<file path="config.mk">
export PLATFORM = sky130hd
export DESIGN_NAME = level_unpacker_x4
export DESIGN_NICKNAME = d
export VERILOG_FILES = /design/src/rtl/level_unpacker_x4.sv
export SDC_FILE = /design/constraint.sdc
export NUM_CORES = 1
export LEC_CHECK = 0
export ABC_AREA = 1
export ABC_CLOCK_PERIOD_IN_PS = 7100
export CORE_MARGIN = 8
export CORE_UTILIZATION = 40
export CTS_CLUSTER_SIZE = 8
export DETAILED_ROUTE_END_ITERATION = 8
export GPL_TIMING_DRIVEN = 1
export PLACE_DENSITY_LB_ADDON = 0.08
export SLEW_MARGIN = 20
export SYNTH_ARGS = -nofsm -noshare
export SYNTH_HDL_FRONTEND = slang
export SYNTH_SLANG_ARGS = --single-unit
</file>
<file path="constraint.sdc">
create_clock -name clk -period 7.1 [get_ports clk]
set_input_delay 1.42 -clock clk [delete_from_list [all_inputs] [get_ports clk]]
set_output_delay 1.42 -clock clk [all_outputs]
set_load 0.005 [all_outputs]
</file>
<file path="src/rtl/level_unpacker_x4.sv">
// level_unpacker_x4: buffers packed level words and unpacks them into four sign-extended lanes.
// Optional statistics outputs (stat_beats, stat_stalls) are enabled by defining LVLPK_STATS_EN.
module level_unpacker_x4 #(
  parameter int unsigned LEVEL_W    = 8,
  parameter int unsigned FIFO_DEPTH = 4,
  parameter int unsigned DEQ_LAT    = 1,
  parameter int unsigned TILE_WORDS = 16
) (
  input  logic        clk,
  input  logic        rst,
  input  logic [31:0] in_data,
  input  logic [7:0]  in_weight_mask,
  input  logic        in_valid,
  output logic        in_ready,
  input  logic        out_ready,
  output logic        out_valid,
  output logic [31:0] level1,
  output logic [31:0] level2,
  output logic [31:0] level3,
  output logic [31:0] level4,
  output logic        is_weight1,
  output logic        is_weight2,
  output logic        is_weight3,
  output logic        is_weight4,
  output logic        out_tile_last,
  output logic        deq_valid,
  output logic        deq_tile_last
`ifdef LVLPK_STATS_EN
  ,
  output logic [31:0] stat_beats,
  output logic [31:0] stat_stalls
`endif
);

  localparam int unsigned PW = $clog2(FIFO_DEPTH);
  localparam int unsigned CW = PW + 1;
  localparam int unsigned TW = $clog2(TILE_WORDS + 1);
  localparam logic [CW-1:0] FULL_COUNT = CW'(FIFO_DEPTH);
  localparam logic [TW-1:0] TILE_MAX   = TW'(TILE_WORDS - 1);

  typedef enum logic [1:0] {
    S_EMPTY,
    S_FIRST,
    S_LAST
  } state_t;

  state_t          state;
  logic [31:0]     fifo_data [FIFO_DEPTH];
  logic [7:0]      fifo_mask [FIFO_DEPTH];
  logic [PW-1:0]   wr_ptr;
  logic [PW-1:0]   rd_ptr;
  logic [CW-1:0]   count;
  logic [CW-1:0]   count_next;
  logic            push;
  logic            pop;
  logic            accept;
  logic [31:0]     head_data;
  logic [7:0]      head_mask;

  logic [31:0]     lvl [4];
  logic [3:0]      flag;
  logic [31:0]     hold_data;
  logic [3:0]      hold_mask;
  logic            hold_last;
  logic [TW-1:0]   word_idx;

  logic [DEQ_LAT-1:0] dv;
  logic [DEQ_LAT-1:0] dl;

  function automatic logic [31:0] lane(input logic [31:0] word, input logic [2:0] slot);
    logic [4:0]         base;
    logic [LEVEL_W-1:0] v;
    base = 5'(slot * LEVEL_W);
    v    = word[base +: LEVEL_W];
    return {{(32 - LEVEL_W){v[LEVEL_W-1]}}, v};
  endfunction

  always_comb begin
    push       = in_valid && in_ready;
    pop        = (count != '0) && ((state == S_EMPTY) || (state == S_LAST && out_ready));
    accept     = out_valid && out_ready;
    count_next = count + CW'(push) - CW'(pop);
    head_data  = fifo_data[rd_ptr];
    head_mask  = fifo_mask[rd_ptr];
  end

  always_ff @(posedge clk) begin
    if (push) begin
      fifo_data[wr_ptr] <= in_data;
      fifo_mask[wr_ptr] <= in_weight_mask;
    end
  end

  always_ff @(posedge clk) begin
    if (!rst) begin
      wr_ptr   <= '0;
      rd_ptr   <= '0;
      count    <= '0;
      in_ready <= 1'b0;
    end else begin
      if (push) wr_ptr <= wr_ptr + 1'b1;
      if (pop)  rd_ptr <= rd_ptr + 1'b1;
      count    <= count_next;
      in_ready <= (count_next != FULL_COUNT);
    end
  end

  // A pop while retiring the last beat reloads the output register in the same cycle,
  // which is what sustains one beat per cycle.
  always_ff @(posedge clk) begin
    if (!rst) begin
      state         <= S_EMPTY;
      out_valid     <= 1'b0;
      out_tile_last <= 1'b0;
      for (int unsigned k = 0; k < 4; k++) lvl[k] <= '0;
      flag          <= '0;
      hold_data     <= '0;
      hold_mask     <= '0;
      hold_last     <= 1'b0;
      word_idx      <= '0;
    end else if (pop) begin
      for (int unsigned k = 0; k < 4; k++) lvl[k] <= lane(head_data, 3'(k));
      flag      <= head_mask[3:0];
      hold_data <= head_data;
      hold_mask <= head_mask[7:4];
      out_valid <= 1'b1;
      word_idx  <= (word_idx == TILE_MAX) ? '0 : word_idx + 1'b1;
      if (LEVEL_W == 4) begin
        state         <= S_FIRST;
        out_tile_last <= 1'b0;
        hold_last     <= (word_idx == TILE_MAX);
      end else begin
        state         <= S_LAST;
        out_tile_last <= (word_idx == TILE_MAX);
      end
    end else if (state == S_FIRST && out_ready) begin
      for (int unsigned k = 0; k < 4; k++) lvl[k] <= lane(hold_data, 3'(k + 4));
      flag          <= hold_mask;
      out_tile_last <= hold_last;
      state         <= S_LAST;
    end else if (state == S_LAST && out_ready) begin
      state         <= S_EMPTY;
      out_valid     <= 1'b0;
      out_tile_last <= 1'b0;
    end
  end

  always_ff @(posedge clk) begin
    if (!rst) begin
      dv <= '0;
      dl <= '0;
    end else begin
      dv[0] <= accept;
      dl[0] <= accept && out_tile_last;
      for (int unsigned i = 1; i < DEQ_LAT; i++) begin
        dv[i] <= dv[i-1];
        dl[i] <= dl[i-1];
      end
    end
  end

  assign level1        = lvl[0];
  assign level2        = lvl[1];
  assign level3        = lvl[2];
  assign level4        = lvl[3];
  assign is_weight1    = flag[0];
  assign is_weight2    = flag[1];
  assign is_weight3    = flag[2];
  assign is_weight4    = flag[3];
  assign deq_valid     = dv[DEQ_LAT-1];
  assign deq_tile_last = dl[DEQ_LAT-1];

`ifdef LVLPK_STATS_EN
  always_ff @(posedge clk) begin
    if (!rst) begin
      stat_beats  <= '0;
      stat_stalls <= '0;
    end else begin
      if (accept)                  stat_beats  <= stat_beats + 1'b1;
      if (out_valid && !out_ready) stat_stalls <= stat_stalls + 1'b1;
    end
  end
`endif

endmodule

</file>
==> metrics.csv <==
stage,metric,value,unit
run_status,status,finished clean,
setup_path,setup.worst_path.start,rst,
pwr,leakage,3.58,nW
sta,slew_headroom,28.3,%
logic_synthesis,ys_top_cells_by_count,"edfxtp_1 (176), nor2_1 (138), buf_4 (102), o21ai_0 (67), nand2_1 (44)",
logic_synthesis,synth_cells,683,
clock_tree,cts_buffers,17,
setup_path,crit_fanout,38,
sta,setup_viol,0,
route,drc_errors,0,
route,drtIter0Drc,276,
clock_tree,insertion_delay,0.42,ns
route,ant_nets,0,
clock_tree,clk_path_buf_depth,2,
setup_path,path_delay_family,simple AND/OR/NAND/NOR gates,
pwr,power_density,388,nW/um^2
placed_design,gp_congestion,0.686,
sta,drv_slew,0,
setup_path,crit_slowest_cell,nand3_2,
logic_synthesis,synthesis.nets,735,
clock_tree,ctsHoldBuffers,0,
setup_path,max_stage_delay,0.98,ns
worst_hold_path,min-delay-path-class,flip-flop to flip-flop,
logic_synthesis,synth-seq-area-share,69.4,%
clock_tree,clkTransAtPathRegs,0.07,ns
logic_synthesis,synth_edf_count,176,
grt,gr-usage-all-layers,14.2,%
clock_tree,cts_tree,done,
clock_tree,cts_htree_levels,4,
sta,tns,0,ns
sta,hold_ws,0.476,ns
route,via_count,4965,
final_layout,nets,812,
run,maxCapViolCount,0,
logic_synthesis,synth-seq-cells,199,
logic_synthesis,synth_area_leaders,"edfxtp_1 (64%), buf_4 (9.2%), nor2_1 (6.3%)",
grt,grt_pass1_wl,28200,um
worst_hold_path,hold_path_startpoint,word_idx[2],
sta,max_freq,281,MHz
sta,finalCriticalPeriod,3.55,ns
floorplan,die-area,25600,sq um
floorplan,row_count,52,
floorplan,core,20300,sq um
grt,grt_max_degree,65,
final_layout,syn_to_final_growth,22.5,%
logic_synthesis,ys_types,24,
route,wl,18100,um
final_layout,fin_area,10100,sq um
clock_tree,post_cts_buffers,0,
floorplan,pin_count,181,
clock_tree,ctsResizeCount,0,
final_layout,drive_gt1_share,6.35,%
setup_path,cp_cell_sequence,clkdlybuf4s50_1 > nand3_2 > a21oi_1,
logic_synthesis,synth_top_cell_by_area,edfxtp_1,
grt,antenna_found_initial,0,
sta,timing.final.crit_share,50.1,%
grt,grt-ovfl-total,0,
floorplan,die_y,160,um
route,vias_per_cell,4.76,
placed_design,place_hpwl,10400,um
setup_path,cp.required,7.32,ns
setup_path,criticalPathCategory,input port to flip-flop,
grt,grt_pass1_vias,5005,
sta,worst_slew_pin_slew,1.07,ns
route,dr.pass1.iters,4,
logic_synthesis,avgSynthCellArea,12.1,sq um
logic_synthesis,async_reset_ff_share,0,%
placed_design,place_area,9560,sq um
sta,hold_viol,0,
route,routedWlPerCell,17.4,um
setup_path,cp-end-kind,flip-flop,
logic_synthesis,synth_most_common_cell,edfxtp_1,
placed_design,io_buffer_count,176,
floorplan,die_w,160,um
floorplan,start_util,40.8,%
setup_path,crit_buf_inv,1,
logic_synthesis,yosys_warnings,0,
clock_tree,clockRootBuffer,clkbuf_16,
setup_path,crit_arrival,3.77,ns
logic_synthesis,ys.flop_type,edfxtp_1,
clock_tree,cts_sinks,199,
setup_path,crit_path_start_kind,input port,
sta,finalClockSkew,0.0110,ns
logic_synthesis,yosysTopAreaCellShare,63.8,%
sta,rsz0062_at_grt,no,
logic_synthesis,syn-cell-area,8280,sq um
pwr,vdd_drop_max,0.000172,V
## cell type report
type	instances	area, sq um
diodes	1	2.50
clock buffers	17	425
clock inverters	14	159
fillers	1737	10200
inverters	27	101
multi-input cells	333	1570
flip-flops and latches	199	5750
well taps	270	338
repair buffers	182	1810
## cells in the final DEF, fill, tap and decap left out, types with 4 or more instances in the layout
cell type / n
clkdlybuf4s50_1: 176
clkbuf_16: 17
nand3_1: 19
o21ai_1: 6
nor2_1: 134
buf_4: 6
inv_1: 25
a21oi_1: 39
o21ai_0: 67
edfxtp_1: 176
clkinv_2: 5
nor2_4: 4
ha_1: 7
dfxtp_1: 21
nand2_1: 44
## path summary, 6_finish.rpt
kind | endpoint | slack [ns] | cells past startpoint
setup / recovery | lvl[2][30] | 3.55 | 3
hold / removal | word_idx[2] | 0.48 | 2
setup reg to reg | lvl[0][1] | 4.60 | 5
hold reg to reg | word_idx[2] | 0.48 | 2
## logic make-up after synthesis
family                   share of synthesized area (%)
adder cells (fa/ha/maj)                           1.30
flip-flops                                        69.4
buffers and inverters                             12.1
AO/OA/AOI/OAI                                     7.04
AND/OR/NAND/NOR                                   10.2
## registers in the layout, summed over array words and instances, names as in the netlist, named ones only
register / flops
rd_ptr: 2
count: 3
word_idx: 5
lvl: 32
deq_tile_last: 1
fifo_mask: 16
flag: 4
fifo_data: 128
wr_ptr: 2
deq_valid: 1
out_tile_last: 1
in_ready: 1
out_valid: 1
## power breakdown
part	internal [W]	switching, W	leakage (nW)	total (W)
Clock	0.000549	0.000405	0.290	0.000954
Sequential	0.00151	0.000156	1.85	0.00166
Combinational	0.000696	0.000625	1.44	0.00132
## worst reg2reg max path: cells and delay by family, from the launching register on
kind | cells | cell delay, ns
simple gates | 1 | 0.15
buf+inv | 2 | 0.93
flops | 1 | 0.91
compound gates | 2 | 0.28
## routing by layer
metal  vias up  share of wire [%]  track usage [%]
li1       2397                  -                -
met1      2389                 42             16.0
met2       167                 50             24.8
met3        12                7.8             5.22
met4         0               0.89             4.33
met5         -                  0                0
## stage by stage
step                      util, %  std cells  setup WS, ns  total power (W)
after floorplan                 -        683          3.56          0.00249
after global placement       47.1       1011          3.05          0.00302
after detailed placement     47.1       1011          3.05          0.00304
after CTS                    50.0       1042          3.47          0.00400
after global routing         50.0       1042          3.29          0.00419
final                        50.0       1043          3.55          0.00394
Power figures use the tool's default switching activity.
